[src/rtl/battleship_turn_ctrl.sv]
// Battleship game sequencer: ship-count select, placement, alternating turns, lives.
// Ports: clk/reset(active-low async); attack/poner raw buttons; barcos ship count;
//   place_ok, pc_place_done, fire_done/fire_hit/fire_repeat from the board;
//   place_we, ship_len, pc_place_start, fire_req, fire_side to the board;
//   life_player, life_pc, phase, game_over, player_won to the displays.
module battleship_turn_ctrl #(
    parameter int TURN_TIMEOUT = 500,
    parameter int PC_DELAY     = 50
) (
    input  logic       clk,
    input  logic       reset,
    input  logic       attack,
    input  logic       poner,
    input  logic [2:0] barcos,
    input  logic       place_ok,
    input  logic       pc_place_done,
    input  logic       fire_done,
    input  logic       fire_hit,
    input  logic       fire_repeat,
    output logic       place_we,
    output logic [2:0] ship_len,
    output logic       pc_place_start,
    output logic       fire_req,
    output logic       fire_side,
    output logic [3:0] life_player,
    output logic [3:0] life_pc,
    output logic [2:0] phase,
    output logic       game_over,
    output logic       player_won
);

    localparam int TW = $clog2(TURN_TIMEOUT + 1);
    localparam int DW = $clog2(PC_DELAY + 1);
    localparam logic [TW-1:0] T_LOAD = TW'(TURN_TIMEOUT);
    localparam logic [DW-1:0] D_LOAD = DW'(PC_DELAY);

    typedef enum logic [2:0] {
        SELECT   = 3'd0,
        PLACE    = 3'd1,
        PC_PLACE = 3'd2,
        P_TURN   = 3'd3,
        P_WAIT   = 3'd4,
        C_TURN   = 3'd5,
        C_WAIT   = 3'd6,
        DONE     = 3'd7
    } state_t;

    state_t        state, state_nxt;
    logic [TW-1:0] timer, timer_nxt;
    logic [DW-1:0] delay, delay_nxt;
    logic [2:0]    ship_nxt;
    logic [3:0]    lp_nxt, lc_nxt;
    logic          side_nxt, won_nxt, we_nxt, pcs_nxt, freq_nxt;

    // bit 2 is the previous synchronized level; edge is registered so the
    // FSM acts one cycle after the synchronizer output rises
    logic [2:0] atk_sync, pon_sync;
    logic       atk_edge, pon_edge;

    always_ff @(posedge clk or negedge reset) begin
        if (!reset) begin
            atk_sync <= '0;
            pon_sync <= '0;
            atk_edge <= 1'b0;
            pon_edge <= 1'b0;
        end else begin
            atk_sync <= {atk_sync[1:0], attack};
            pon_sync <= {pon_sync[1:0], poner};
            atk_edge <= atk_sync[1] & ~atk_sync[2];
            pon_edge <= pon_sync[1] & ~pon_sync[2];
        end
    end

    logic [2:0] n_ships;
    logic [3:0] n_life;

    always_comb begin
        unique case (barcos)
            3'd0:       n_ships = 3'd1;
            3'd6, 3'd7: n_ships = 3'd5;
            default:    n_ships = barcos;
        endcase
        unique case (n_ships)
            3'd1:    n_life = 4'd1;
            3'd2:    n_life = 4'd3;
            3'd3:    n_life = 4'd6;
            3'd4:    n_life = 4'd10;
            default: n_life = 4'd15;
        endcase
    end

    always_comb begin
        state_nxt = state;
        timer_nxt = timer;
        delay_nxt = delay;
        ship_nxt  = ship_len;
        lp_nxt    = life_player;
        lc_nxt    = life_pc;
        side_nxt  = fire_side;
        won_nxt   = player_won;
        we_nxt    = 1'b0;
        pcs_nxt   = 1'b0;
        freq_nxt  = 1'b0;
        unique case (state)
            SELECT: begin
                if (atk_edge) begin
                    state_nxt = PLACE;
                    ship_nxt  = n_ships;
                    lp_nxt    = n_life;
                    lc_nxt    = n_life;
                end
            end
            PLACE: begin
                if (pon_edge && place_ok) begin
                    we_nxt = 1'b1;
                    if (ship_len <= 3'd1) begin
                        pcs_nxt   = 1'b1;
                        state_nxt = PC_PLACE;
                    end else begin
                        ship_nxt = ship_len - 3'd1;
                    end
                end
            end
            PC_PLACE: begin
                if (pc_place_done) begin
                    state_nxt = P_TURN;
                    timer_nxt = T_LOAD;
                end
            end
            P_TURN: begin
                if (timer != '0)
                    timer_nxt = timer - 1'b1;
                // the shot beats a forfeit landing on the same cycle
                if (atk_edge) begin
                    freq_nxt  = 1'b1;
                    side_nxt  = 1'b0;
                    state_nxt = P_WAIT;
                end else if (timer <= TW'(1)) begin
                    state_nxt = C_TURN;
                    delay_nxt = D_LOAD;
                end
            end
            P_WAIT: begin
                if (fire_done) begin
                    if (fire_repeat) begin
                        state_nxt = P_TURN;
                    end else if (fire_hit) begin
                        lc_nxt = (life_pc != '0) ? life_pc - 4'd1 : 4'd0;
                        if (life_pc <= 4'd1) begin
                            state_nxt = DONE;
                            won_nxt   = 1'b1;
                        end else begin
                            state_nxt = C_TURN;
                            delay_nxt = D_LOAD;
                        end
                    end else begin
                        state_nxt = C_TURN;
                        delay_nxt = D_LOAD;
                    end
                end
            end
            C_TURN: begin
                if (delay == '0) begin
                    freq_nxt  = 1'b1;
                    side_nxt  = 1'b1;
                    state_nxt = C_WAIT;
                end else begin
                    delay_nxt = delay - 1'b1;
                end
            end
            C_WAIT: begin
                if (fire_done) begin
                    if (fire_repeat) begin
                        state_nxt = C_TURN;
                        delay_nxt = D_LOAD;
                    end else begin
                        state_nxt = P_TURN;
                        timer_nxt = T_LOAD;
                        if (fire_hit) begin
                            lp_nxt = (life_player != '0) ? life_player - 4'd1 : 4'd0;
                            if (life_player <= 4'd1) begin
                                state_nxt = DONE;
                                won_nxt   = 1'b0;
                            end
                        end
                    end
                end
            end
            DONE: begin
                if (atk_edge) begin
                    state_nxt = SELECT;
                    lp_nxt    = '0;
                    lc_nxt    = '0;
                    ship_nxt  = '0;
                    won_nxt   = 1'b0;
                end
            end
            default: state_nxt = SELECT;
        endcase
    end

    always_ff @(posedge clk or negedge reset) begin
        if (!reset) begin
            state          <= SELECT;
            timer          <= '0;
            delay          <= '0;
            ship_len       <= '0;
            life_player    <= '0;
            life_pc        <= '0;
            fire_side      <= 1'b0;
            player_won     <= 1'b0;
            place_we       <= 1'b0;
            pc_place_start <= 1'b0;
            fire_req       <= 1'b0;
        end else begin
            state          <= state_nxt;
            timer          <= timer_nxt;
            delay          <= delay_nxt;
            ship_len       <= ship_nxt;
            life_player    <= lp_nxt;
            life_pc        <= lc_nxt;
            fire_side      <= side_nxt;
            player_won     <= won_nxt;
            place_we       <= we_nxt;
            pc_place_start <= pcs_nxt;
            fire_req       <= freq_nxt;
        end
    end

    assign phase     = state;
    assign game_over = (state == DONE);

endmodule

[config.mk]
export PLATFORM = sky130hd
export DESIGN_NAME = battleship_turn_ctrl
export DESIGN_NICKNAME = d
export VERILOG_FILES = /design/src/rtl/battleship_turn_ctrl.sv
export SDC_FILE = /design/constraint.sdc
export NUM_CORES = 1
export LEC_CHECK = 0
export BUFFER_PORTS_ARGS = -buffer_cell sky130_fd_sc_hd__buf_4
export CORE_ASPECT_RATIO = 0.7
export CORE_MARGIN = 4
export CORE_UTILIZATION = 30
export DETAILED_ROUTE_END_ITERATION = 6
export PLACE_DENSITY = 0.55
export SYNTH_ARGS = -nofsm -noshare
export SYNTH_HDL_FRONTEND = slang
export SYNTH_SLANG_ARGS = --single-unit
[constraint.sdc]
create_clock -name clk -period 2.1 [get_ports clk]
set_clock_uncertainty 0.05 [all_clocks]
set_input_delay 0.42 -clock clk [delete_from_list [all_inputs] [get_ports clk]]
set_output_delay 0.42 -clock clk [all_outputs]
set_load 0.1 [all_outputs]
==> flow_metrics.tcl <==
set metrics [dict create \
    status "finished clean" \
    synth-seq-cells 42 \
    startpoint_type "flip-flop" \
    hpwl_mm 4.720 \
    synth_cell_type_count 62 \
    grtUsageTotal 0.1351 \
    async_flop_share 1.000 \
    port_buffers 31 \
    yosys.area.top_type "dfrtp_1" \
    max_stage_delay_ns 0.55 \
    worstMarginPinSlew_ns 0.5557 \
    drv_cap 0 \
    first_iter_violations 214 \
    die_area_um2 9871 \
    finalMaxSlewViolations 0 \
    worstPathRequired_ns 1.63 \
    cp_max_fo 18 \
    gp_congestion 0.8349 \
    hold_viol 0 \
    crit_chain "nand3_1 > clkinvlp_4 > buf_4" \
    antenna_cells 0 \
    area_growth_pct 21.39 \
    drc 0 \
    cp-endpoint "game_over" \
    die_h_um 84.34 \
    slew-limit-headroom 0.6295 \
    dp_cells 405 \
    finalWirelength_mm 6.496 \
    synth-main-ff-cell "dfrtp_1" \
    cts_htree_levels 2 \
    final_area_um2 3032 \
    ff2ff_setup_slack_ns 0.17 \
    path_clk_slew_ns 0.06 \
    syn_inst 276 \
    fin_crit_sh 0.9244 \
    post_drt_via_cell_ratio 5.413 \
    cts-root-buf "clkbuf_16" \
    grt_first_pass_wirelength_mm 10.67 \
    nNetsFinal 330 \
    p_per_area_nw_per_um2 1755 \
    reg2reg_to "delay[2]" \
    cts_buffer_depth 2 \
    grt_max_degree 43 \
    setup_viol 0 \
    row_count 27 \
    period_minus_slack_ns 1.941 \
    total_power_uw 5322 \
    synth_top_cell_area_share 0.4208 \
    cellLeakagePower_uw 0.001280 \
    syn-cell-area_um2 2497 \
    placed_cell_area_um2 2856 \
    vias 2241 \
    dr.pass1.iters 4 \
    fmax_mhz 515.1 \
    grt_pass1_vias 2052 \
    grt_overflow 0 \
    antenna_left 0 \
    critical-path-slowest-cell "dfrtp_4" \
    worst-endpoint-arrival_ns 1.47 \
    clk_latency_ns 0.28 \
    utilization 0.3803 \
    ff2ff_path_depth 4 \
    yosysWarnings 0 \
    start_util 0.3132 \
    core_area_um2 7973 \
    critical_path_class "reg -> out" \
    cts_made_buffers 5 \
    instances_no_fill 414 \
    yosysSeqAreaShare 0.4208 \
    ioPinCount 32 \
    layout-drive-gt1-share 0.2300 \
    min_path_type "in -> async" \
    synthTopCellsByArea "dfrtp_1 42%, nand2_1 3.9%, nor2_1 3.9%" \
    cts_tree "yes" \
    finalSetupTns_ns 0 \
    end_kind "output pin" \
    cts_sinks 42 \
    startpoint "phase[2]" \
    wl_per_cell_um 15.69 \
    antenna_found_initial 0 \
    synth_fp_nets 294 \
    ir_drop_mv 0.6562 \
    synth_area_per_cell_um2 9.049 \
    synth_edf_count 0 \
    die_w_um 117.1 \
    rsz0062_at_grt "no" \
    reg2reg_from "timer[5]" \
]
-- kinds of logic after synthesis --
group,synth area share
AOI/OAI and AO/OA,0.2455
xor gates and xnor gates,0.003508
adders and majority gates,0.03407
buffers and inverters,0.05411
DFF,0.4208
muxes,0.004008
and+or+nand+nor,0.2380
-- through the flow --
step                      hold WS (ns)  setup WS (ns)
after global routing            0.1284       0.008199
after detailed placement        0.2863         0.1353
after global placement          0.2882         0.2135
after floorplan                0.07441       -0.05912
final                          0.06031         0.1587
after CTS                      0.09991        0.03729
-- flip-flops by register name, indices dropped and copies added, names as in the netlist --
| signal | count |
|---|---|
| delay | 6 |
| ship_len | 3 |
| place_we | 1 |
| pon_sync | 3 |
| fire_side | 1 |
| pon_edge | 1 |
| life_pc | 4 |
| fire_req | 1 |
| phase | 3 |
| player_won | 1 |
| life_player | 4 |
| atk_edge | 1 |
| pc_place_start | 1 |
| timer | 9 |
| atk_sync | 3 |
-- cell usage after synthesis, types with 3 or more instances --
library cell	number
nor3_1	16
and2_1	3
a21oi_1	15
a211oi_1	3
buf_4	5
o21ai_0	19
buf_2	3
nor3b_1	3
nor4_1	3
inv_1	14
o31ai_1	6
nand2_1	26
a31oi_1	8
nand3_1	12
ha_1	6
nor2_1	26
o211ai_1	3
dfrtp_1	42
a211o_1	4
nor2b_1	6
-- report_power, final --
part | switching [µW] | total [µW] | internal (µW)
clock | 318 | 789 | 471
combinational | 2110 | 3010 | 902
sequential | 442 | 1520 | 1080
-- critical path, delay by kind of cell, from the launching register on --
family / cells / cell delay (ns)
flip-flops: 1 / 0.55
AND/OR/NAND/NOR: 1 / 0.23
buffers and inverters: 2 / 0.40
-- layout make-up --
type / instances / area [µm²]
Fill cell: 806 / 4941
Multi-Input combinational cell: 208 / 1321
Sequential cell: 42 / 1065
Timing Repair Buffer: 41 / 311.5
Clock buffer: 6 / 138.9
Tap cell: 101 / 126.4
Inverter: 14 / 56.30
Clock inverter: 2 / 12.51
-- cell usage in the layout (no fill, tap or decap), types with 4 or more instances in the layout --
cell       instances
nor2_1            26
nor3_1            15
a21oi_1           15
ha_1               6
clkbuf_16          5
nand3_1           12
a31oi_1            8
o21ai_0           19
buf_4             40
nor2b_1            6
o31ai_1            6
inv_1             13
nand2_1           26
a211o_1            4
dfrtp_1           37
-- layer usage --
metal / share of wire / routed length, µm / track usage / up-vias
met5: 0 / 0 / 0 / -
met4: 0.0029 / 19 / 0.02188 / 0
met3: 0.078 / 505 / 0.03530 / 3
met2: 0.38 / 2496 / 0.1688 / 68
met1: 0.53 / 3475 / 0.2277 / 1085
li1: - / - / - / 1085
-- what timing repair did --
action,4_1_cts,5_1_grt
gates resized for setup,0,3
setup endpoints to repair,0,7
buffers inserted,0,1
hold buffers,0,0
-- worst min-delay path by stage --
stage,endpoint,slack [ns]
floorplan,atk_edge,0.07
global placement,atk_sync[1],0.29
detailed placement,pon_sync[1],0.29
CTS,timer[1],0.1
global route,timer[3],0.13
finish,timer[0],0.06
(Power assumes the default switching activity.)
